### src/rtl/imm_gen_pipe_pkg.sv
// Shared types and the pure immediate decode used by the pipelined
// immediate generator and its consumers.
package imm_pkg;

    typedef enum logic [2:0] {
        IMM_I = 3'b000,
        IMM_S = 3'b001,
        IMM_B = 3'b010,
        IMM_J = 3'b011,
        IMM_U = 3'b100
    } imm_fmt_e;

    // Widest supported XLEN; imm_extend always returns this many bits and
    // callers truncate, which is exact because every format sign-extends.
    localparam int IMM_MAX_W = 64;

    // Encodings 101..111 carry no immediate.
    function automatic logic imm_fmt_legal(input logic [2:0] fmt);
        return fmt <= IMM_U;
    endfunction

    // instr holds instruction bits [31:7]; instruction bit k sits at index k-7.
    function automatic logic [IMM_MAX_W-1:0] imm_extend(input logic [2:0]  fmt,
                                                        input logic [24:0] instr);
        logic [31:0] imm32;
        case (fmt)
            IMM_I:   imm32 = {{20{instr[24]}}, instr[24:13]};
            IMM_S:   imm32 = {{20{instr[24]}}, instr[24:18], instr[4:0]};
            IMM_B:   imm32 = {{19{instr[24]}}, instr[24], instr[0], instr[23:18],
                              instr[4:1], 1'b0};
            IMM_J:   imm32 = {{11{instr[24]}}, instr[24], instr[12:5], instr[13],
                              instr[23:14], 1'b0};
            IMM_U:   imm32 = {instr[24:5], 12'b0};
            default: imm32 = '0;
        endcase
        return {{(IMM_MAX_W-32){imm32[31]}}, imm32};
    endfunction

endpackage

### src/rtl/imm_gen_pipe_if.sv
// Valid/ready bus of the immediate generator: decode-side input beat,
// execute-side output beat and the sticky illegal-select flag.
interface imm_gen_pipe_if #(
    parameter int XLEN  = 32,
    parameter int TAG_W = 5
);
    logic             in_valid;
    logic             in_ready;
    logic [2:0]       in_immsrc;
    logic [24:0]      in_instr;
    logic [TAG_W-1:0] in_tag;
    logic             out_valid;
    logic             out_ready;
    logic [XLEN-1:0]  out_immext;
    logic [TAG_W-1:0] out_tag;
    logic             out_illegal;
    logic             err_sticky;
    logic             err_clr;

    // Producer/consumer side (drives beats in, takes beats out).
    modport master (
        output in_valid, in_immsrc, in_instr, in_tag, out_ready, err_clr,
        input  in_ready, out_valid, out_immext, out_tag, out_illegal, err_sticky
    );

    // The generator itself.
    modport slave (
        input  in_valid, in_immsrc, in_instr, in_tag, out_ready, err_clr,
        output in_ready, out_valid, out_immext, out_tag, out_illegal, err_sticky
    );
endinterface

### src/rtl/imm_gen_pipe_skid_buf.sv
// Generic 2-entry valid/ready buffer. M drives the outputs; S catches the
// one beat that can arrive while M is stalled. in_ready is a pure flop.
module skid_buf #(
    parameter int W = 8
) (
    input  logic         clk_i,
    input  logic         rst_i,
    input  logic         in_valid_i,
    output logic         in_ready_o,
    input  logic [W-1:0] in_data_i,
    output logic         out_valid_o,
    input  logic         out_ready_i,
    output logic [W-1:0] out_data_o
);
    logic         m_vld_q, m_vld_d, s_vld_q, s_vld_d;
    logic [W-1:0] m_q, m_d, s_q, s_d;
    logic         accept, m_free;

    // Next state: M refills from S first, then from the input; a stalled M
    // diverts the incoming beat into S.
    always_comb begin
        m_vld_d = m_vld_q;
        m_d     = m_q;
        s_vld_d = s_vld_q;
        s_d     = s_q;
        accept  = in_valid_i && !s_vld_q;
        m_free  = !m_vld_q || out_ready_i;
        if (m_free) begin
            if (s_vld_q) begin
                m_vld_d = 1'b1;
                m_d     = s_q;
                s_vld_d = 1'b0;
            end else if (accept) begin
                m_vld_d = 1'b1;
                m_d     = in_data_i;
            end else begin
                m_vld_d = 1'b0;
            end
        end else if (accept) begin
            s_vld_d = 1'b1;
            s_d     = in_data_i;
        end
    end

    // State registers; reset discards any beats in flight and clears data.
    always_ff @(posedge clk_i or posedge rst_i) begin
        if (rst_i) begin
            m_vld_q <= 1'b0;
            s_vld_q <= 1'b0;
            m_q     <= '0;
            s_q     <= '0;
        end else begin
            m_vld_q <= m_vld_d;
            s_vld_q <= s_vld_d;
            m_q     <= m_d;
            s_q     <= s_d;
        end
    end

    assign in_ready_o  = !s_vld_q;
    assign out_valid_o = m_vld_q;
    assign out_data_o  = m_q;
endmodule

### src/rtl/imm_gen_pipe.sv
// Pipelined immediate generator: decodes and sign-extends at the input,
// then buffers the finished beat in a 2-entry skid buffer.
module imm_gen_pipe
    import imm_pkg::*;
#(
    parameter int XLEN  = 32,
    parameter int TAG_W = 5
) (
    input  logic         clk,
    input  logic         reset,
    imm_gen_pipe_if.slave bus
);
    typedef struct packed {
        logic [XLEN-1:0]  immext;
        logic [TAG_W-1:0] tag;
        logic             illegal;
    } beat_t;

    beat_t in_beat, out_beat;
    logic  in_ready, out_valid, accept;
    logic  err_d, err_q;

    // Build the stored beat; illegal selects decode to a zero immediate.
    always_comb begin
        in_beat.immext  = XLEN'(imm_extend(bus.in_immsrc, bus.in_instr));
        in_beat.tag     = bus.in_tag;
        in_beat.illegal = !imm_fmt_legal(bus.in_immsrc);
    end

    skid_buf #(.W($bits(beat_t))) u_skid (
        .clk_i      (clk),
        .rst_i      (reset),
        .in_valid_i (bus.in_valid),
        .in_ready_o (in_ready),
        .in_data_i  (in_beat),
        .out_valid_o(out_valid),
        .out_ready_i(bus.out_ready),
        .out_data_o (out_beat)
    );

    // Sticky error: a clear in the same cycle beats a new illegal accept.
    always_comb begin
        accept = bus.in_valid && in_ready;
        err_d  = err_q;
        if (bus.err_clr) begin
            err_d = 1'b0;
        end else if (accept && in_beat.illegal) begin
            err_d = 1'b1;
        end
    end

    // Sticky error register.
    always_ff @(posedge clk or posedge reset) begin
        if (reset) begin
            err_q <= 1'b0;
        end else begin
            err_q <= err_d;
        end
    end

    assign bus.in_ready    = in_ready;
    assign bus.out_valid   = out_valid;
    assign bus.out_immext  = out_beat.immext;
    assign bus.out_tag     = out_beat.tag;
    assign bus.out_illegal = out_beat.illegal;
    assign bus.err_sticky  = err_q;
endmodule

### src/flat_wrapper.sv
// flat-port wrapper written by rule: the top's interface ports become plain ports
module imm_gen_pipe_flat import imm_pkg::*;
#(
    parameter int XLEN  = 32,
    parameter int TAG_W = 5
)
  (clk, reset, bus_in_valid, bus_in_immsrc, bus_in_instr, bus_in_tag, bus_out_ready, bus_err_clr, bus_in_ready, bus_out_valid, bus_out_immext, bus_out_tag, bus_out_illegal, bus_err_sticky);
  imm_gen_pipe_if #(.XLEN(XLEN), .TAG_W(TAG_W)) bus_i ();
  input  logic clk;
  input  logic reset;
  input wire logic [$bits(bus_i.in_valid)-1:0] bus_in_valid;
  input wire logic [$bits(bus_i.in_immsrc)-1:0] bus_in_immsrc;
  input wire logic [$bits(bus_i.in_instr)-1:0] bus_in_instr;
  input wire logic [$bits(bus_i.in_tag)-1:0] bus_in_tag;
  input wire logic [$bits(bus_i.out_ready)-1:0] bus_out_ready;
  input wire logic [$bits(bus_i.err_clr)-1:0] bus_err_clr;
  output wire logic [$bits(bus_i.in_ready)-1:0] bus_in_ready;
  output wire logic [$bits(bus_i.out_valid)-1:0] bus_out_valid;
  output wire logic [$bits(bus_i.out_immext)-1:0] bus_out_immext;
  output wire logic [$bits(bus_i.out_tag)-1:0] bus_out_tag;
  output wire logic [$bits(bus_i.out_illegal)-1:0] bus_out_illegal;
  output wire logic [$bits(bus_i.err_sticky)-1:0] bus_err_sticky;
  assign bus_i.in_valid = bus_in_valid;
  assign bus_i.in_immsrc = bus_in_immsrc;
  assign bus_i.in_instr = bus_in_instr;
  assign bus_i.in_tag = bus_in_tag;
  assign bus_i.out_ready = bus_out_ready;
  assign bus_i.err_clr = bus_err_clr;
  assign bus_in_ready = bus_i.in_ready;
  assign bus_out_valid = bus_i.out_valid;
  assign bus_out_immext = bus_i.out_immext;
  assign bus_out_tag = bus_i.out_tag;
  assign bus_out_illegal = bus_i.out_illegal;
  assign bus_err_sticky = bus_i.err_sticky;
  imm_gen_pipe #(.XLEN(XLEN), .TAG_W(TAG_W)) u_core (.clk(clk), .reset(reset), .bus(bus_i));
endmodule
### config.mk
export PLATFORM = sky130hd
export DESIGN_NAME = imm_gen_pipe_flat
export DESIGN_NICKNAME = d
export VERILOG_FILES = /design/src/rtl/imm_gen_pipe_pkg.sv /design/src/rtl/imm_gen_pipe_if.sv /design/src/rtl/imm_gen_pipe_skid_buf.sv /design/src/rtl/imm_gen_pipe.sv /design/src/flat_wrapper.sv
export SDC_FILE = /design/constraint.sdc
export NUM_CORES = 1
export LEC_CHECK = 0
export CAP_MARGIN = 0
export CORE_UTILIZATION = 51
export CTS_CLUSTER_SIZE = 24
export DETAILED_ROUTE_END_ITERATION = 10
export HOLD_SLACK_MARGIN = 0.02
export PLACE_DENSITY = 0.8
export SETUP_SLACK_MARGIN = 0.3
export SLEW_MARGIN = 15
export SYNTH_ARGS = -nofsm -noshare
export SYNTH_HDL_FRONTEND = slang
export SYNTH_SLANG_ARGS = --single-unit
### constraint.sdc
create_clock -name clk -period 3.04 [get_ports clk]
set_input_delay 0.608 -clock clk [delete_from_list [all_inputs] [get_ports clk]]
set_output_delay 0.608 -clock clk [all_outputs]
set_load 0.05 [all_outputs]
=== Yosys cells after proc, flatten, opt, wreduce, memory -nomap -nowiden ===
Index checks and enable logic that the tools add are counted.

* Bitwise gates (word level): 1
* Muxes and demuxes: 9
* Equality and inequality tests: 4
* Reductions and logical operators: 12
* $lt $le $gt $ge: 1

{| class="wikitable"
|+ Operators by type and width
! kind !! number
|-
| 32-bit one-hot mux with 5 select lines || 1
|-
| 38-bit 2-to-1 mux || 2
|-
| 3-bit by 2-bit == test with 1-bit output, second input constant || 2
|-
| 1-bit 2-to-1 mux || 6
|-
| 2-bit nonzero test || 3
|-
| 2-bit AND reduction || 2
|-
| 3-bit by 1-bit == test with 1-bit output, second input constant || 1
|-
| 3-bit == test, second input constant || 1
|-
| 3-bit <= comparator, second input constant || 1
|-
| 1-bit logical NOT || 3
|-
| 3-bit logical NOT || 1
|-
| 1-bit logical AND || 2
|-
| 1-bit logical OR || 1
|-
| 1-bit inverter || 1
|}

* Logic and storage cells: 32
* Bits in registers: 79
* Input bits: 38
* Output and inout port bits: 41

=== Logic depth before layout (Yosys ltp) ===
Gate-level depths: netlist (run 1).

* Depth in word-level cells: 5
* Gate-level depth with buffers: 7
* Mapped depth without buffers: 4

=== Cells and area by module ===
Synthesis (run 1) repeated with hierarchy kept, for this count alone.

* Cells, all modules: 296
* Area total of the unflattened synthesis: 4,102.7 um^2

{| class="wikitable"
|+ Modules (own cells, without submodules)
! module !! area each (um^2) !! seq. area each (um^2) !! cells each !! times used
|-
| skid_buf || 3,462.1 || 1,951.9 || 213 || 1
|-
| imm_gen_pipe || 640.6 || 25.0 || 83 || 1
|}

=== Worst setup path before layout (run 1) ===
OpenSTA, ideal clock, no wires.

* Path type: reg2out
* From: reg u_core.u_skid.s_vld_q
* To: out bus_in_ready
* Arrival: 1.172 ns
* Path buffers: 2
* Stages on the path, launching flop included: 4
* Slack: 1.260 ns
* Data required time: 2.432 ns
* Cells stage by stage: dfrtp_1 buf_2 inv_1 clkbuf_1

* Word-level cells in the longest chain between the ends: 1

{| class="wikitable"
|+ RTL lines
! item !! RTL line !! RTL
|-
| start, declared || imm_gen_pipe_skid_buf.sv:15 || <nowiki>logic m_vld_q, m_vld_d, s_vld_q, s_vld_d;</nowiki>
|-
| start signal, assigned || imm_gen_pipe_skid_buf.sv:54 || <nowiki>s_vld_q <= s_vld_d;</nowiki>
|-
| 1-bit logical NOT || imm_gen_pipe_skid_buf.sv:60 || <nowiki>assign in_ready_o = !s_vld_q;</nowiki>
|-
| end, declared || flat_wrapper.sv:17 || <nowiki>output wire logic [$bits(bus_i.in_ready)-1:0] bus_in_ready;</nowiki>
|}

Every way passes these cells.

=== Worst setup path after layout (run 1) ===
Same ends and word-level chain as after synthesis.

==> impl_results.md, run 1 <==
* Status: complete, no violations
* Post-DP HPWL at 5.94 mm
* DR DRC count at 0
* Period utilization at 75.8%
* Synth unique cells at 28
* Critical Path Sink Type: output pin
* Area Growth Syn to Fin at 29.1%
* GRT overflow at 0
* Total GRT Usage at 25.0%
* CP startpoint kind: flip-flop
* Reg clk slew, reported paths at 0.08 ns
* Clock Tree Buf Depth at 2
* Core box area at 6830 sq um
* Drt wl/cell at 15.3 um
* Power density over the cells at 671 nW/um^2
* Final-report hold violation count at 0
* Setup bufs post-CTS at 0
* DR top layer: met4
* GP Congestion at 0.836
* Met2 WL post-DR at around 4.4 mm
* Worst path required time at around 2.4 ns
* Crit-path max FO at 14
* CTS resizes at 0
* Proportion of layout cells with a drive suffix above 1 at 6.49%
* Vias at 3,130
* Die ar. at between 7000 and 8000 sq um
* WL final at 8.77 mm
* Row Count at 30
* Final ANT Viol Nets at 0
* Syn Inst Count at 407
* Total CTS buffers at 9
* Number of global-route vias before repair at roughly 3k
* Met3 routed WL at 463 um
* Post-Syn Nets at around 450
* Crit path kind: reg -> out
* Hold_sp: u_core.u_skid.s_q[1]
* Final Setup Violations at 0
* Leak at 2.00 nW
* # nets final at 513
* Max-cap violations at 0
* Diodes inserted at 0
* Die span in y at between 80 and 90 um
* Die X at 86.5 um
* Ports at 79
* Register area share after synthesis at 54.3%
* Post-Layout Inst Area at 4700 sq um
* Reg2reg start: u_core.u_skid.s_vld_q
* Worst-Margin Slew at ~0.7 ns
* Unrepaired setup endpoints after global routing: no
* #FFs+latches synth at 79
* CTS Root Cell: clkbuf_8
* Filler cells at 558
* Max-slew violation count at 0
* Placed instance area at 4490 sq um
* Initial antenna violation count at 0
* Max_slew headroom at 53.3%
* Post-Synthesis Cell Area at 3640 sq um
* Setup TNS at 0 ns
* Via/cell ratio at 5.45
* Clk Latency, worst-skew pair at 0.34 ns
* WP data arrival at 1.70 ns
* Post-Syn Area per Cell at 8.94 sq um
* Largest net degree at the start of global routing at 80
* Port Buffer Count at 78
* CTS Sinks at 79
* Maximum vdd drop at 0.367 mV
* TritonCTS clock tree: done
* Synth warnings at 0
* Hold Buf Count CTS at 0
* Max Clock Skew at about 0.0094 ns
* Max Clk Rate at 434 MHz
* Min cycle time layout at 2.31 ns
* H-Tree Level Count at 3
* Wl on met1 at 3.80 mm
* First-pass GRT wire length at 14.3 mm
* HP Class: reg -> reg
* DR pass1 iterations at 4
* DR iter-0 viols at 274
* Worst setup path start: u_core.u_skid.s_vld_q
* Starting Density at 53.3%
==> per-layer routing <==
metal  global-route usage (%)  vias up
met5                        0        -
met4                     9.55        0
met3                     4.10       10
met2                     40.6      101
met1                     33.8     1497
li1                         -     1522
==> sequential cells by signal (all words and copies together) (netlist names) <==
register and flops:
u_core.u_skid.out_valid_o 1, u_core.bus.err_sticky 1, u_core.u_skid.s_q 38, u_core.u_skid.s_vld_q 1, u_core.u_skid.out_data_o 38
==> metrics by stage <==
step | total power (W) | utilization [%] | hold WS [ns] | std cells | worst slack (ns)
final | 0.00315 | 68.8 | 0.477 | 574 | 0.735
after global routing | 0.00331 | 68.8 | 0.507 | 574 | 0.621
after CTS | 0.00316 | 68.4 | 0.481 | 573 | 0.743
after detailed placement | 0.00242 | 65.7 | 0.463 | 559 | 0.522
after global placement | 0.00239 | 65.7 | 0.456 | 559 | 0.590
after floorplan | 0.00205 | - | 0.445 | 407 | 0.409
==> kinds of logic (layout without fill, tap and decap cells) <==
| logic type | Yosys count | after routing | synth area share, % |
|---|---|---|---|
| XOR/XNOR | 1 | 1 | 0.447 |
| AO/OA/AOI/OAI | 134 | 134 | 20.5 |
| multiplexers | 11 | 11 | 3.03 |
| buffers and inverters | 36 | 107 | 4.74 |
| flip-flops | 79 | 79 | 54.3 |
| AND/OR/NAND/NOR | 146 | 146 | 17.0 |
==> worst paths after layout <==
| check | slack, ns | cells after the start | to |
|---|---|---|---|
| setup / recovery | 0.73 | 2 | bus_in_ready |
| hold / removal | 0.48 | 2 | u_core.u_skid.s_q[1] |
| setup reg to reg | 0.96 | 4 | u_core.u_skid.out_data_o[23] |
| hold reg to reg | 0.48 | 2 | u_core.u_skid.s_q[1] |
| max in group asynchronous | 2.02 | 3 | u_core.u_skid.s_q[37] |
| min in group asynchronous | 0.66 | 3 | u_core.u_skid.out_data_o[5] |
==> report_power, final <==
group	switching (W)	internal (W)	total, W	leakage, nW
sequential	0.000114	0.00125	0.00136	0.988
clock	0.000359	0.000390	0.000749	0.0940
combinational	0.000672	0.000370	0.00104	0.914
total	0.00114	0.00201	0.00315	2.00
==> cell type report <==
cell class / instances / area (sq um) / share of cell area (%)
Sequential cell: 79 / 1980 / 42.1
Multi-Input combinational cell: 292 / 1500 / 31.9
Timing Repair Buffer: 91 / 908 / 19.3
Clock buffer: 10 / 138 / 2.93
Tap cell: 96 / 120 / 2.56
Clock inverter: 4 / 47.5 / 1.01
Inverter: 2 / 7.51 / 0.160
==> cell usage after synthesis <==
| cell | instances | area [sq um] |
|---|---|---|
| nor2b_1 | 5 | 31.3 |
| or2_1 | 1 | 6.26 |
| nand2_1 | 83 | 312 |
| nor2_1 | 31 | 116 |
| o21ai_0 | 11 | 55.1 |
| dfrtp_1 | 79 | 1980 |
| buf_1 | 1 | 3.75 |
| o31ai_1 | 4 | 30.0 |
| nand2b_1 | 7 | 43.8 |
| inv_1 | 2 | 7.51 |
| a21o_1 | 1 | 7.51 |
| buf_2 | 18 | 90.1 |
| mux2i_1 | 11 | 110 |
| xnor2_2 | 1 | 16.3 |
| nand3_1 | 10 | 50.1 |
| o211ai_1 | 9 | 67.6 |
| buf_6 | 1 | 11.3 |
| o21a_1 | 1 | 7.51 |
| or3_1 | 5 | 31.3 |
| and2b_1 | 1 | 7.51 |
| and2_1 | 2 | 12.5 |
| nor3b_1 | 1 | 7.51 |
| a2111oi_0 | 2 | 17.5 |
| a21oi_1 | 57 | 285 |
| clkbuf_1 | 12 | 45.0 |
| o22a_1 | 8 | 70.1 |
| buf_4 | 2 | 15.0 |
| o21ai_1 | 41 | 205 |
==> cell usage in the layout, fill, tap and decap left out, types with 2 or more instances in the layout <==
cell,n
and2_1,2
o21ai_0,11
o21ai_1,40
o31ai_1,4
o22a_1,8
nand2_1,83
or3_1,5
a2111oi_0,2
buf_4,12
dfrtp_1,79
o211ai_1,9
nand3_1,10
nor2_1,31
nand2b_1,7
nor2b_1,5
clkinv_2,2
clkbuf_8,10
mux2i_1,11
clkdlybuf4s50_1,77
a21oi_1,57
==> critical path, stage by stage (launching register included) <==
cell and delay (ns):
dfrtp_1 0.69, inv_1 0.36, buf_4 0.29
No activity file was read; power rests on OpenSTA's default activity.
==> run 2: changes to the inputs <==
--- a/config.mk
+++ b/config.mk
@@ -6,11 +6,11 @@
 export NUM_CORES = 1
 export LEC_CHECK = 0
 export CAP_MARGIN = 0
-export CORE_UTILIZATION = 51
+export CORE_UTILIZATION = 46
 export CTS_CLUSTER_SIZE = 24
 export DETAILED_ROUTE_END_ITERATION = 10
 export HOLD_SLACK_MARGIN = 0.02
-export PLACE_DENSITY = 0.8
+export PLACE_DENSITY = 0.76
 export SETUP_SLACK_MARGIN = 0.3
 export SLEW_MARGIN = 15
 export SYNTH_ARGS = -nofsm -noshare
==> constraint.sdc (replaced) <==
create_clock -name clk -period 1.9 [get_ports clk]
set_input_delay 0.38 -clock clk [delete_from_list [all_inputs] [get_ports clk]]
set_output_delay 0.38 -clock clk [all_outputs]
set_load 0.05 [all_outputs]
==> impl_results.md, run 2 (same netlist as run 1, synthesis figures left out) <==
* Placed instance area at 4580 sq um
* GRT overflow at 0
* Via/cell ratio at around 5.4
* Power density over the cells at around 1100 nW/um^2
* Die span in y at 91.0 um
* Proportion of layout cells with a drive suffix above 1 at 18.5%
* Number of global-route vias before repair at 3,206
* Crit path cell chain: buf_8 > inv_4 > buf_8
* Max-cap violations at 0
* Critical Path Max Stage Delay at approximately 0.44 ns
* Leak at between 2 and 2.5 nW
* DR pass1 iterations at 4
* Initial antenna violation count at 0
* Max Clock Skew at 0.00658 ns
* Core box area at around 7700 sq um
* Total CTS buffers at 9
* Clock Tree Buf Depth at 2
* Final-report hold violation count at 0
* Die X at 91.0 um
* Worst-Margin Slew at 0.459 ns
* Clk Latency, worst-skew pair at roughly 0.35 ns
* DR iter-0 viols at 223
* Final ANT Viol Nets at 0
* Period utilization at 82.4%
* WP data arrival at 1.19 ns
* Die ar. at between 8000 and 9000 sq um
* Largest net degree at the start of global routing at 80
* Crit path buf inv count at 3
* Max-slew violation count at 0
* Post-Layout Inst Area at 4790 sq um
* Row Count at 32
* CTS Sinks at 79
* Port Buffer Count at 78
* Min cycle time layout at 1.57 ns
* Max Clk Rate at ~640 MHz
* Worst R2R Path Depth at 6
* Most frequent cells in the layout: nand2_1, dfrtp_1, a21oi_1
* Commonest non-fill, non-tap cell in the layout: nand2_1
* Vias at between 3k and 4k
* TritonCTS clock tree: done
* WL final at 9.34 mm
* Unrepaired setup endpoints after global routing: no
* Final Setup Violations at 0
* HP Class: reg -> reg
* CTS Root Cell: clkbuf_8
* Diodes inserted at 0
* Crit-path max FO at 15
* Critical Path Sink Type: output pin
* Crit path kind: reg -> out
* Min Hold Slack at approximately 0.48 ns
* Reg clk slew, reported paths at 0.08 ns
* Maximum vdd drop at just over 0.7 mV
* First-pass GRT wire length at between 15 and 20 mm
* Cell at the slowest stage of the critical path: dfrtp_2
* Post-DP HPWL at ~6.5 mm
* Drt wl/cell at 15.7 um
* Max_slew headroom at 69.4%
* CP startpoint kind: flip-flop
* GP Congestion at 0.835
* # nets final at between 500 and 600
* Starting Density at between 40% and 50%
* Hold Path Cell Cnt at 2
* Status: complete, no violations
* CP dominant cell by count: buf_8
* Total GRT Usage at 23.7%
* Ports at 79
* Power, Total at 0.00509 W
* Hold Buf Count CTS at 0
* H-Tree Level Count at 3
* DR DRC count at 0
* Crit. path cell count at 3
* Area Growth Syn to Fin at 31.5%
* Worst path required time at 1.52 ns
* Crit path max-delay family: flip-flops
## run 2: cell types whose count changed in the layout (fill, tap and decap cells not counted), moves of 3 or more
cell,previous run,this run
clkbuf_2,0,8
buf_4,12,50
clkdlybuf4s50_1,77,34
buf_12,1,5
clkdlybuf4s15_2,0,3
## run 2: repair_timing
| item | in CTS | in global routing |
|---|---|---|
| gates resized for setup | 32 | 15 |
| buffers inserted | 1 | 0 |
| endpoints found under the setup margin | 38 | 25 |
## run 2: routing by layer
metal	global-route usage, %	up-vias	part of all wire (%)
met1	31.4	1541	43
met5	0	-	0
met3	4.86	24	5.3
met2	36.7	110	48
met4	12.6	0	3.3
li1	-	1553	-
## run 2: report_power, final
| group | switching, W | internal (W) |
|---|---|---|
| registers | 0.000177 | 0.00200 |
| clock network | 0.000593 | 0.000665 |
| logic | 0.00110 | 0.000551 |
## run 2: stage by stage
| stage | setup TNS [ns] | setup slack, ns | instances | utilization, % |
|---|---|---|---|---|
| floorplan | 0 | 0.320 | 407 | - |
| global placement | -1.38 | -0.101 | 579 | 59.6 |
| detailed placement | -3.29 | -0.192 | 579 | 59.6 |
| CTS | 0 | 0.263 | 595 | 62.6 |
| global route | 0 | 0.303 | 595 | 62.3 |
| finish | 0 | 0.334 | 595 | 62.3 |
## run 2: final timing paths
| path | start | endpoint | slack [ns] |
|---|---|---|---|
| setup / recovery | u_core.u_skid.s_vld_q | bus_in_ready | 0.33 |
| hold reg to reg | u_core.u_skid.s_q[3] | u_core.u_skid.s_q[3] | 0.48 |
| hold / removal | u_core.u_skid.s_q[3] | u_core.u_skid.s_q[3] | 0.48 |
| setup reg to reg | u_core.u_skid.s_vld_q | u_core.u_skid.out_data_o[6] | 0.47 |
| min in group asynchronous | reset | u_core.u_skid.out_data_o[15] | 0.52 |
| max in group asynchronous | reset | u_core.u_skid.s_vld_q | 1.05 |
## run 2: area by class of cell
type                    instances  area (sq um)
inverters                       2          13.8
repair buffers                105           950
well taps                     102           128
multi-input cells             292          1520
fillers                       661          2900
flip-flops and latches         79          1980
clock inverters                 4          45.0
clock buffers                  11           151
## run 2: tightest hold or removal path, delay by kind of cell (launching register included)
kind | cells | cell delay (ns)
AND/OR/NAND/NOR | 2 | 0.10
flip-flops | 1 | 0.35
==> run 3: changes to the inputs <==
--- a/config.mk
+++ b/config.mk
@@ -6,11 +6,11 @@
 export NUM_CORES = 1
 export LEC_CHECK = 0
 export CAP_MARGIN = 0
-export CORE_UTILIZATION = 46
+export CORE_UTILIZATION = 51
 export CTS_CLUSTER_SIZE = 24
 export DETAILED_ROUTE_END_ITERATION = 10
 export HOLD_SLACK_MARGIN = 0.02
-export PLACE_DENSITY = 0.76
+export PLACE_DENSITY = 0.8
 export SETUP_SLACK_MARGIN = 0.3
 export SLEW_MARGIN = 15
 export SYNTH_ARGS = -nofsm -noshare
==> constraint.sdc (replaced) <==
create_clock -name clk -period 1.5 [get_ports clk]
set_input_delay 0.3 -clock clk [delete_from_list [all_inputs] [get_ports clk]]
set_output_delay 0.3 -clock clk [all_outputs]
set_load 0.05 [all_outputs]
==> impl_results.md, run 3 (same netlist as run 1, synthesis figures left out) <==
* Critical Path Sink Type: flip-flop
* Commonest non-fill, non-tap cell in the layout: dfrtp_1
* Final-report hold violation count at 0
* WP data arrival at 1.70 ns
* Drt wl/cell at 25.4 um
* Row Count at 30
* DR iter-0 viols at between 500 and 600
* Max Clock Skew at 0.0142 ns
* Worst-Margin Slew at 0.549 ns
* H-Tree Level Count at 3
* CTS Root Cell: clkbuf_8
* Max-cap violations at 0
* Number of global-route vias before repair at about 3.7k
* TritonCTS clock tree: done
* Status: complete, no violations
* Initial antenna violation count at 0
* Final ANT Viol Nets at 0
* WL final at 16.4 mm
* Period utilization at roughly 100%
* Reg clk slew, reported paths at 0.09 ns
* Die span in y at 86.5 um
* Layout Cells excl Fill at roughly 650
* CP startpoint kind: flip-flop
* Max Clk Rate at 680 MHz
* Crit-path max FO at 8
* Max_slew headroom at 62.3%
* Maximum vdd drop at 0.778 mV
* Total CTS buffers at 9
* Unrepaired setup endpoints after global routing: yes
* CTS Sinks at 79
* Total GRT Usage at about 34%
* GRT overflow at 0
* Proportion of layout cells with a drive suffix above 1 at around 43%
* Power density over the cells at 1260 nW/um^2
* FF-to-FF setup slack at between 0.02 and 0.03 ns
* Crit path kind: reg -> reg
* Max-slew violation count at 0
* Worst Setup Slack, final at around 0.029 ns
* Post-Place Setup Slack at -0.330 ns
* Core box area at ~6800 sq um
* Largest net degree at the start of global routing at 66
* Via/cell ratio at 6.67
* Leak at ~2.8 nW
* Final Setup Violations at 0
* First-pass GRT wire length at 18.7 mm
* GP Congestion at approximately 0.84
* Vias at roughly 4.3k
* Clock Tree Buf Depth at 2
* Die ar. at 7480 sq um
* Ports at slightly below 80
* Post-DP HPWL at 6.80 mm
* Most frequent cells in the layout: dfrtp_1, nand2_1, buf_12
* Diodes inserted at 0
* # nets final at 584
* Setup TNS at 0 ns
* Port Buffer Count at 78
* # placed instances at 583
* DR pass1 iterations at 6
* DR DRC count at 0
* Die X at 86.5 um
* Worst path required time at 1.73 ns
* Area Growth Syn to Fin at 76.1%
* Fin util at 93.8%
* Filler cells at 205
* Min cycle time layout at approximately 1.5 ns
* HP Class: in -> async
* Starting Density at 53.3%
* Clk Latency, worst-skew pair at 0.36 ns
## run 3: changes by cell type in the layout (fill, tap and decap cells not counted), sizes merged
cell           previous run  this run
dlygate4sd2               2         4
clkdlybuf4s50            34        30
clkinvlp                  1         2
clkinv                    3         1
buf                      57       122
clkdlybuf4s15             3         0
dlymetal6s2s              1         0
clkbuf                   19        18
or2                       1         2
## run 3: power by group
part	total [W]	switching [W]	internal [W]
registers	0.00301	0.000475	0.00254
clock network	0.00165	0.000830	0.000816
logic	0.00342	0.00180	0.00162
total	0.00808	0.00310	0.00498
## run 3: through the flow
stage	power [W]	hold WS [ns]	cell area (sq um)
global placement	0.00551	0.457	5220
detailed placement	0.00559	0.465	5220
global route	0.00828	0.401	6410
finish	0.00808	0.375	6410
floorplan	0.00424	0.366	3850
CTS	0.00739	0.370	5880
## run 3: worst max-delay path, stage by stage (launching register included)
cell and delay (ns):
dfrtp_2 0.49, nor2b_4 0.25, nand2_8 0.14, nor2_4 0.22
buf_8 0.16, a21oi_1 0.09
## run 3: timing repair
| action | CTS | global route |
|---|---|---|
| setup buffers | 24 | 17 |
| setup endpoints to repair | 118 | 118 |
| hold buffers | 0 | 0 |
| gates resized for setup | 59 | 88 |
| pin swaps | 13 | 42 |
| cloned | 4 | 3 |
## run 3: layout make-up
cell class              count  area [sq um]  share of cell area, %
repair buffers            161          2140                   33.5
flip-flops and latches     79          1980                   30.9
multi-input cells         293          1960                   30.6
clock buffers              13           149                   2.32
well taps                  96           120                   1.87
clock inverters             3          42.5                  0.664
inverters                   2          13.8                  0.215
## run 3: path summary, 6_finish.rpt
path,startpoint,depth (start not counted),end
setup / recovery,u_core.u_skid.s_vld_q,5,u_core.u_skid.s_q[26]
hold / removal,reset,3,u_core.u_skid.s_q[19]
setup reg to reg,u_core.u_skid.s_vld_q,5,u_core.u_skid.s_q[26]
hold reg to reg,u_core.u_skid.s_q[3],2,u_core.u_skid.s_q[3]
max in group asynchronous,reset,3,u_core.u_skid.s_vld_q
min in group clk,bus_in_immsrc[1],4,u_core.u_skid.s_q[17]
## run 3: per-layer routing
metal	vias up	share of wire [%]	track usage (%)	routed length, um
met5	-	0	0	0
met4	0	8.3	17.7	1370
met3	141	10	6.38	1660
met2	410	48	56.3	7830
met1	2089	34	41.2	5570
li1	1675	-	-	-
